<file path="src/rtl/accumulator_bank.sv">
// Bank of NUM_ACC accumulators with in-place ALU ops, carry/zero flags and a
// shared LIFO save stack used for context save around subroutine calls.
module accumulator_bank #(
    parameter int WIDTH       = 8,
    parameter int NUM_ACC     = 4,
    parameter int STACK_DEPTH = 4,
    parameter int SEL_W       = (NUM_ACC > 1) ? $clog2(NUM_ACC) : 1
) (
    input  logic             clk,
    input  logic             rst,
    input  logic [WIDTH-1:0] DataIn,
    input  logic [SEL_W-1:0] sel,
    input  logic [2:0]       op,
    input  logic             en,
    input  logic             clr,
    output logic [WIDTH-1:0] DataOut,
    output logic             carry,
    output logic             zero,
    output logic             stack_full,
    output logic             stack_empty,
    output logic             err
);

    localparam int SP_W = $clog2(STACK_DEPTH + 1);
    localparam int AW   = (STACK_DEPTH > 1) ? $clog2(STACK_DEPTH) : 1;

    localparam logic [SEL_W:0]  ACC_LIMIT = (SEL_W + 1)'(NUM_ACC);
    localparam logic [SP_W-1:0] SP_FULL   = SP_W'(STACK_DEPTH);

    typedef enum logic [2:0] {
        OP_NOP  = 3'b000,
        OP_LOAD = 3'b001,
        OP_ADD  = 3'b010,
        OP_SUB  = 3'b011,
        OP_SHL  = 3'b100,
        OP_SHR  = 3'b101,
        OP_PUSH = 3'b110,
        OP_POP  = 3'b111
    } op_t;

    // Architectural state
    logic [WIDTH-1:0] acc_q [NUM_ACC];
    logic [WIDTH-1:0] stack_mem [STACK_DEPTH];
    logic [SP_W-1:0]  sp_q, sp_d;
    logic             carry_q, carry_d;
    logic             zero_q, zero_d;
    logic             err_q, err_d;

    // Next-state datapath signals
    logic             sel_valid;
    logic [WIDTH-1:0] acc_sel;
    logic             wr_en;
    logic [WIDTH-1:0] wr_data;
    logic             push_we;
    logic [AW-1:0]    wr_idx;
    logic [AW-1:0]    rd_idx;
    logic [WIDTH:0]   sum;
    logic [WIDTH:0]   diff;
    logic [NUM_ACC-1:0] acc_we;

    assign sel_valid = ({1'b0, sel} < ACC_LIMIT);
    assign acc_sel   = sel_valid ? acc_q[sel] : '0;
    assign wr_idx    = AW'(sp_q);
    assign rd_idx    = AW'(sp_q - SP_W'(1));
    assign sum       = {1'b0, acc_sel} + {1'b0, DataIn};
    assign diff      = {1'b0, acc_sel} - {1'b0, DataIn};

    always_comb begin
        wr_en   = 1'b0;
        wr_data = acc_sel;
        carry_d = carry_q;
        zero_d  = zero_q;
        sp_d    = sp_q;
        err_d   = 1'b0;
        push_we = 1'b0;

        if (clr) begin
            // clr beats any concurrent op; an out-of-range sel turns it into an error
            if (sel_valid) begin
                wr_en   = 1'b1;
                wr_data = '0;
                carry_d = 1'b0;
                zero_d  = 1'b0;
            end else begin
                err_d = 1'b1;
            end
        end else if (en) begin
            if (!sel_valid) begin
                err_d = 1'b1;
            end else begin
                unique case (op_t'(op))
                    OP_NOP: ;
                    OP_LOAD: begin
                        wr_en   = 1'b1;
                        wr_data = DataIn;
                    end
                    OP_ADD: begin
                        wr_en   = 1'b1;
                        wr_data = sum[WIDTH-1:0];
                        carry_d = sum[WIDTH];
                    end
                    OP_SUB: begin
                        // bit WIDTH of the widened difference is the unsigned borrow
                        wr_en   = 1'b1;
                        wr_data = diff[WIDTH-1:0];
                        carry_d = diff[WIDTH];
                    end
                    OP_SHL: begin
                        wr_en   = 1'b1;
                        wr_data = {acc_sel[WIDTH-2:0], 1'b0};
                        carry_d = acc_sel[WIDTH-1];
                    end
                    OP_SHR: begin
                        wr_en   = 1'b1;
                        wr_data = {1'b0, acc_sel[WIDTH-1:1]};
                        carry_d = acc_sel[0];
                    end
                    OP_PUSH: begin
                        if (sp_q == SP_FULL) begin
                            err_d = 1'b1;
                        end else begin
                            push_we = 1'b1;
                            sp_d    = sp_q + SP_W'(1);
                        end
                    end
                    OP_POP: begin
                        if (sp_q == '0) begin
                            err_d = 1'b1;
                        end else begin
                            wr_en   = 1'b1;
                            wr_data = stack_mem[rd_idx];
                            sp_d    = sp_q - SP_W'(1);
                        end
                    end
                    default: ;
                endcase
                if (wr_en) begin
                    zero_d = (wr_data == '0);
                end
            end
        end
    end

    genvar gi;
    generate
        for (gi = 0; gi < NUM_ACC; gi++) begin : g_acc_we
            assign acc_we[gi] = wr_en && (sel == SEL_W'(gi));
        end
    endgenerate

    always_ff @(posedge clk) begin
        for (int i = 0; i < NUM_ACC; i++) begin
            if (rst) begin
                acc_q[i] <= '0;
            end else if (acc_we[i]) begin
                acc_q[i] <= wr_data;
            end
        end
    end

    // Stack storage is not reset; only the pointer defines what is valid
    always_ff @(posedge clk) begin
        if (!rst && push_we) begin
            stack_mem[wr_idx] <= acc_sel;
        end
    end

    always_ff @(posedge clk) begin
        if (rst) begin
            sp_q    <= '0;
            carry_q <= 1'b0;
            zero_q  <= 1'b0;
            err_q   <= 1'b0;
        end else begin
            sp_q    <= sp_d;
            carry_q <= carry_d;
            zero_q  <= zero_d;
            err_q   <= err_d;
        end
    end

    assign DataOut     = acc_sel;
    assign carry       = carry_q;
    assign zero        = zero_q;
    assign err         = err_q;
    assign stack_full  = (sp_q == SP_FULL);
    assign stack_empty = (sp_q == '0);

endmodule

</file>
<file path="config.mk">
export PLATFORM = sky130hd
export DESIGN_NAME = accumulator_bank
export DESIGN_NICKNAME = d
export VERILOG_FILES = /design/src/rtl/accumulator_bank.sv
export SDC_FILE = /design/constraint.sdc
export NUM_CORES = 1
export LEC_CHECK = 0
export BUFFER_PORTS_ARGS = -buffer_cell sky130_fd_sc_hd__buf_4
export CORE_ASPECT_RATIO = 0.6
export CORE_MARGIN = 2
export CORE_UTILIZATION = 40
export DETAILED_ROUTE_END_ITERATION = 10
export PLACE_DENSITY = 0.67
export SKIP_LAST_GASP = 1
export SLEW_MARGIN = 0
export SYNTH_ARGS = -nofsm -noshare
export SYNTH_HDL_FRONTEND = slang
export SYNTH_SLANG_ARGS = --single-unit
export TNS_END_PERCENT = 10
</file>
<file path="constraint.sdc">
create_clock -name clk -period 5.97 [get_ports clk]
set_input_delay 0 -clock clk [delete_from_list [all_inputs] [get_ports clk]]
set_output_delay 0 -clock clk [all_outputs]
set_load 0.05 [all_outputs]
</file>
==> impl_metrics.env <==
export IMPL_rows=29
export IMPL_synth_distinct_cells=67
export IMPL_synth_edf_count=64
export IMPL_syn_num_nets=455
export IMPL_cp_start_kind="flip-flop"
export IMPL_die_y_um=86.2
export IMPL_end_kind="flip-flop"
export IMPL_crit_required_ns=6.25
export IMPL_fp_dieW_um=141
export IMPL_hold_slack_ns=0.0215
export IMPL_nFillCells=952
export IMPL_synthMuxAreaShare_pct=10.5
export IMPL_htree_levels=3
export IMPL_synth_top_cell_area_share_pct=42.7
export IMPL_synthAdderAreaFrac_pct=7.56
export IMPL_yosysMostFrequentCell="edfxtp_1"
export IMPL_synth_warnings=0
export IMPL_rrSetupSlack_ns=1.92
export IMPL_crit_chain="inv_1 -> ha_1 -> ha_1 -> nand2b_1 -> a31oi_1 -> inv_1 -> a221oi_1 -> nand4_1 -> and4bb_1 -> and3_1 -> a31o_1"
export IMPL_cap_viol_max_count=0
export IMPL_gr_total_overflow=0
export IMPL_min_path_type="input port to flip-flop"
export IMPL_synth_area_sq_um=4500
export IMPL_path_clk_slew_ns=0.05
export IMPL_crit_family="compound AO/OA/AOI/OAI gates"
export IMPL_drive_above_1_share_pct=16.6
export IMPL_post_route_min_period_ns=4.05
export IMPL_grt_usage_pct=20.6
export IMPL_ys_top_cells_by_area="edfxtp_1, ha_1, mux4_2, nor2_1, dfxtp_1"
export IMPL_drv_slew=0
export IMPL_outcome="finished, final reports clean"
export IMPL_cts_tree="yes"
export IMPL_fin_total_pwr_uw=1390
export IMPL_critical_path_class="flip-flop to flip-flop"
export IMPL_pin_count=30
export IMPL_cts_sinks=70
export IMPL_ctsResizeCount=0
export IMPL_drt_wirelength_per_cell_um=20.9
export IMPL_drt_iter0_markers=326
export IMPL_vias=3483
export IMPL_core_region_area_sq_um=10800
export IMPL_drc=0
export IMPL_maxSlewHeadroom_pct=36.8
export IMPL_ctsRootBufferMaster="clkbuf_16"
export IMPL_yosys_area_share_simple_pct=16.0
export IMPL_grt_pass1_wl_mm=18.7
export IMPL_worstPathArrival_ns=4.34
export IMPL_postLayoutCoreUtil_pct=47.3
export IMPL_yosys_register_bits=70
export IMPL_first_pass_iters=5
export IMPL_pwr_density_cell_nw_per_um2=273
export IMPL_synthArstFlopShare_pct=0
export IMPL_start_util_pct=41.8
export IMPL_routed_wl_mm=12.0
export IMPL_synthXorXnorAreaFrac_pct=1.17
export IMPL_holdBufCountCts=1
export IMPL_cts_max_path_buffers=2
export IMPL_dpl_cell_area_sq_um=4770
export IMPL_grt_max_degree=40
export IMPL_worstPathMaxFanout=10
export IMPL_avgViaCountPerCell=6.08
export IMPL_rsz0062_at_grt="false"
export IMPL_tightest_slew_ns=0.946
export IMPL_numCtsBuffers=9
export IMPL_synth_compound_area_share_pct=14.8
export IMPL_post_cts_buffers=0
export IMPL_max_stage_delay_ns=0.74
export IMPL_seq_area_frac_synth_pct=45.4
export IMPL_finalSetupTns_ns=0
export IMPL_synth_top_family_by_area="simple AND/OR/NAND/NOR gates"
export IMPL_synthCells=412
export IMPL_synth_main_ff_cell="edfxtp_1"
export IMPL_worst_path_buf_inv=2
export IMPL_die_area_sq_um=12100
export IMPL_postSynthAreaPerCell_sq_um=10.9
export IMPL_finalNetCount=472
export IMPL_fin_skew_ns=0.00304
export IMPL_critical_path_slowest_cell="dfxtp_1"
export IMPL_hpwl_mm=8.80
export IMPL_hold_viol_final=0
export IMPL_ant_nets=0
export IMPL_fin_area_sq_um=5090
export IMPL_p_leak_uw=0.00187
export IMPL_numPortBuffers=29
export IMPL_fmax_ghz=0.247
export IMPL_grt_pass1_vias=3289
export IMPL_period_share_pct=67.9
export IMPL_grt_antenna_before_repair=0
export IMPL_setup_viol=0
export IMPL_syn2layout_area_growth_pct=13.2
export IMPL_gp_congestion=0.923
export IMPL_synthTopCellsByCount="edfxtp_1, nor2_1, ha_1"
export IMPL_ir_drop_mv=0.155
export IMPL_diodes=0
export IMPL_yosys_area_top_type="edfxtp_1"
export IMPL_clock_latency_ns=0.33
## power breakdown
group	internal [uW]	switching, uW
clock	362	196
combinational	94.8	176
sequential	554	6.21
total	1010	378
## metal layers
metal	up-vias	wire [um]	GRT usage, %
met5	-	0	0
met1	1701	5730	33.3
li1	1579	-	-
met3	10	1490	6.02
met2	193	4660	26.9
met4	0	97	4.36
## registers in the layout (all words and copies together), names as in the netlist
signal,count
acc_q,32
carry,1
err,1
sp_q,3
stack_mem,32
zero,1
## cell usage in the layout (no fill, tap or decap), types with 5 or more instances in the layout
cell,count
nor2_1,44
buf_4,29
nor3_1,15
mux2_2,7
nand2_1,21
xnor2_1,5
a21oi_1,15
dfxtp_1,6
o21ai_0,17
clkbuf_16,9
mux4_2,11
nand2b_1,9
ha_1,24
a211oi_1,13
inv_1,21
nor2b_1,16
and2_1,6
mux2i_1,12
nand3_1,9
edfxtp_1,64
## final timing paths
path | startpoint | depth (start not counted) | to
worst max-delay path | sp_q[0] | 11 | zero
worst max register to register | sp_q[0] | 11 | zero
worst min register to register | sp_q[1] | 2 | sp_q[1]
worst min-delay path | clr | 2 | carry
## kinds of logic (layout without fill, tap and decap cells)
family,after synthesis,in the layout
and+or+nand+nor,141,141
adders and majority gates,26,26
DFF,70,70
muxes,31,31
buffers and inverters,46,68
AOI/OAI and AO/OA,92,92
xor gates and xnor gates,6,6
## worst reg2reg max path: cells and delay by family (launching register included)
kind                       cells  cell delay (ns)
DFF                            1             0.74
and+or+nand+nor                4             0.93
buffers and inverters          2             0.54
AOI/OAI and AO/OA              3             1.18
adders and majority gates      2             0.62
## area by class of cell
class | instances | area [sq um] | share of cell area (%)
multi-input combinational | 296 | 2250 | 44.3
clock buffer | 9 | 225 | 4.42
timing repair buffer | 30 | 228 | 4.47
clock inverter | 7 | 88.8 | 1.74
inverter | 22 | 82.6 | 1.62
sequential | 70 | 2040 | 40.1
tap | 139 | 174 | 3.41
## through the flow
step                      cells  worst slack [ns]
final                       573              1.92
after global routing        573              1.74
after CTS                   573              2.09
after detailed placement    556              2.14
after global placement      556              2.30
after floorplan             412              2.42
(Power assumes the default switching activity.)
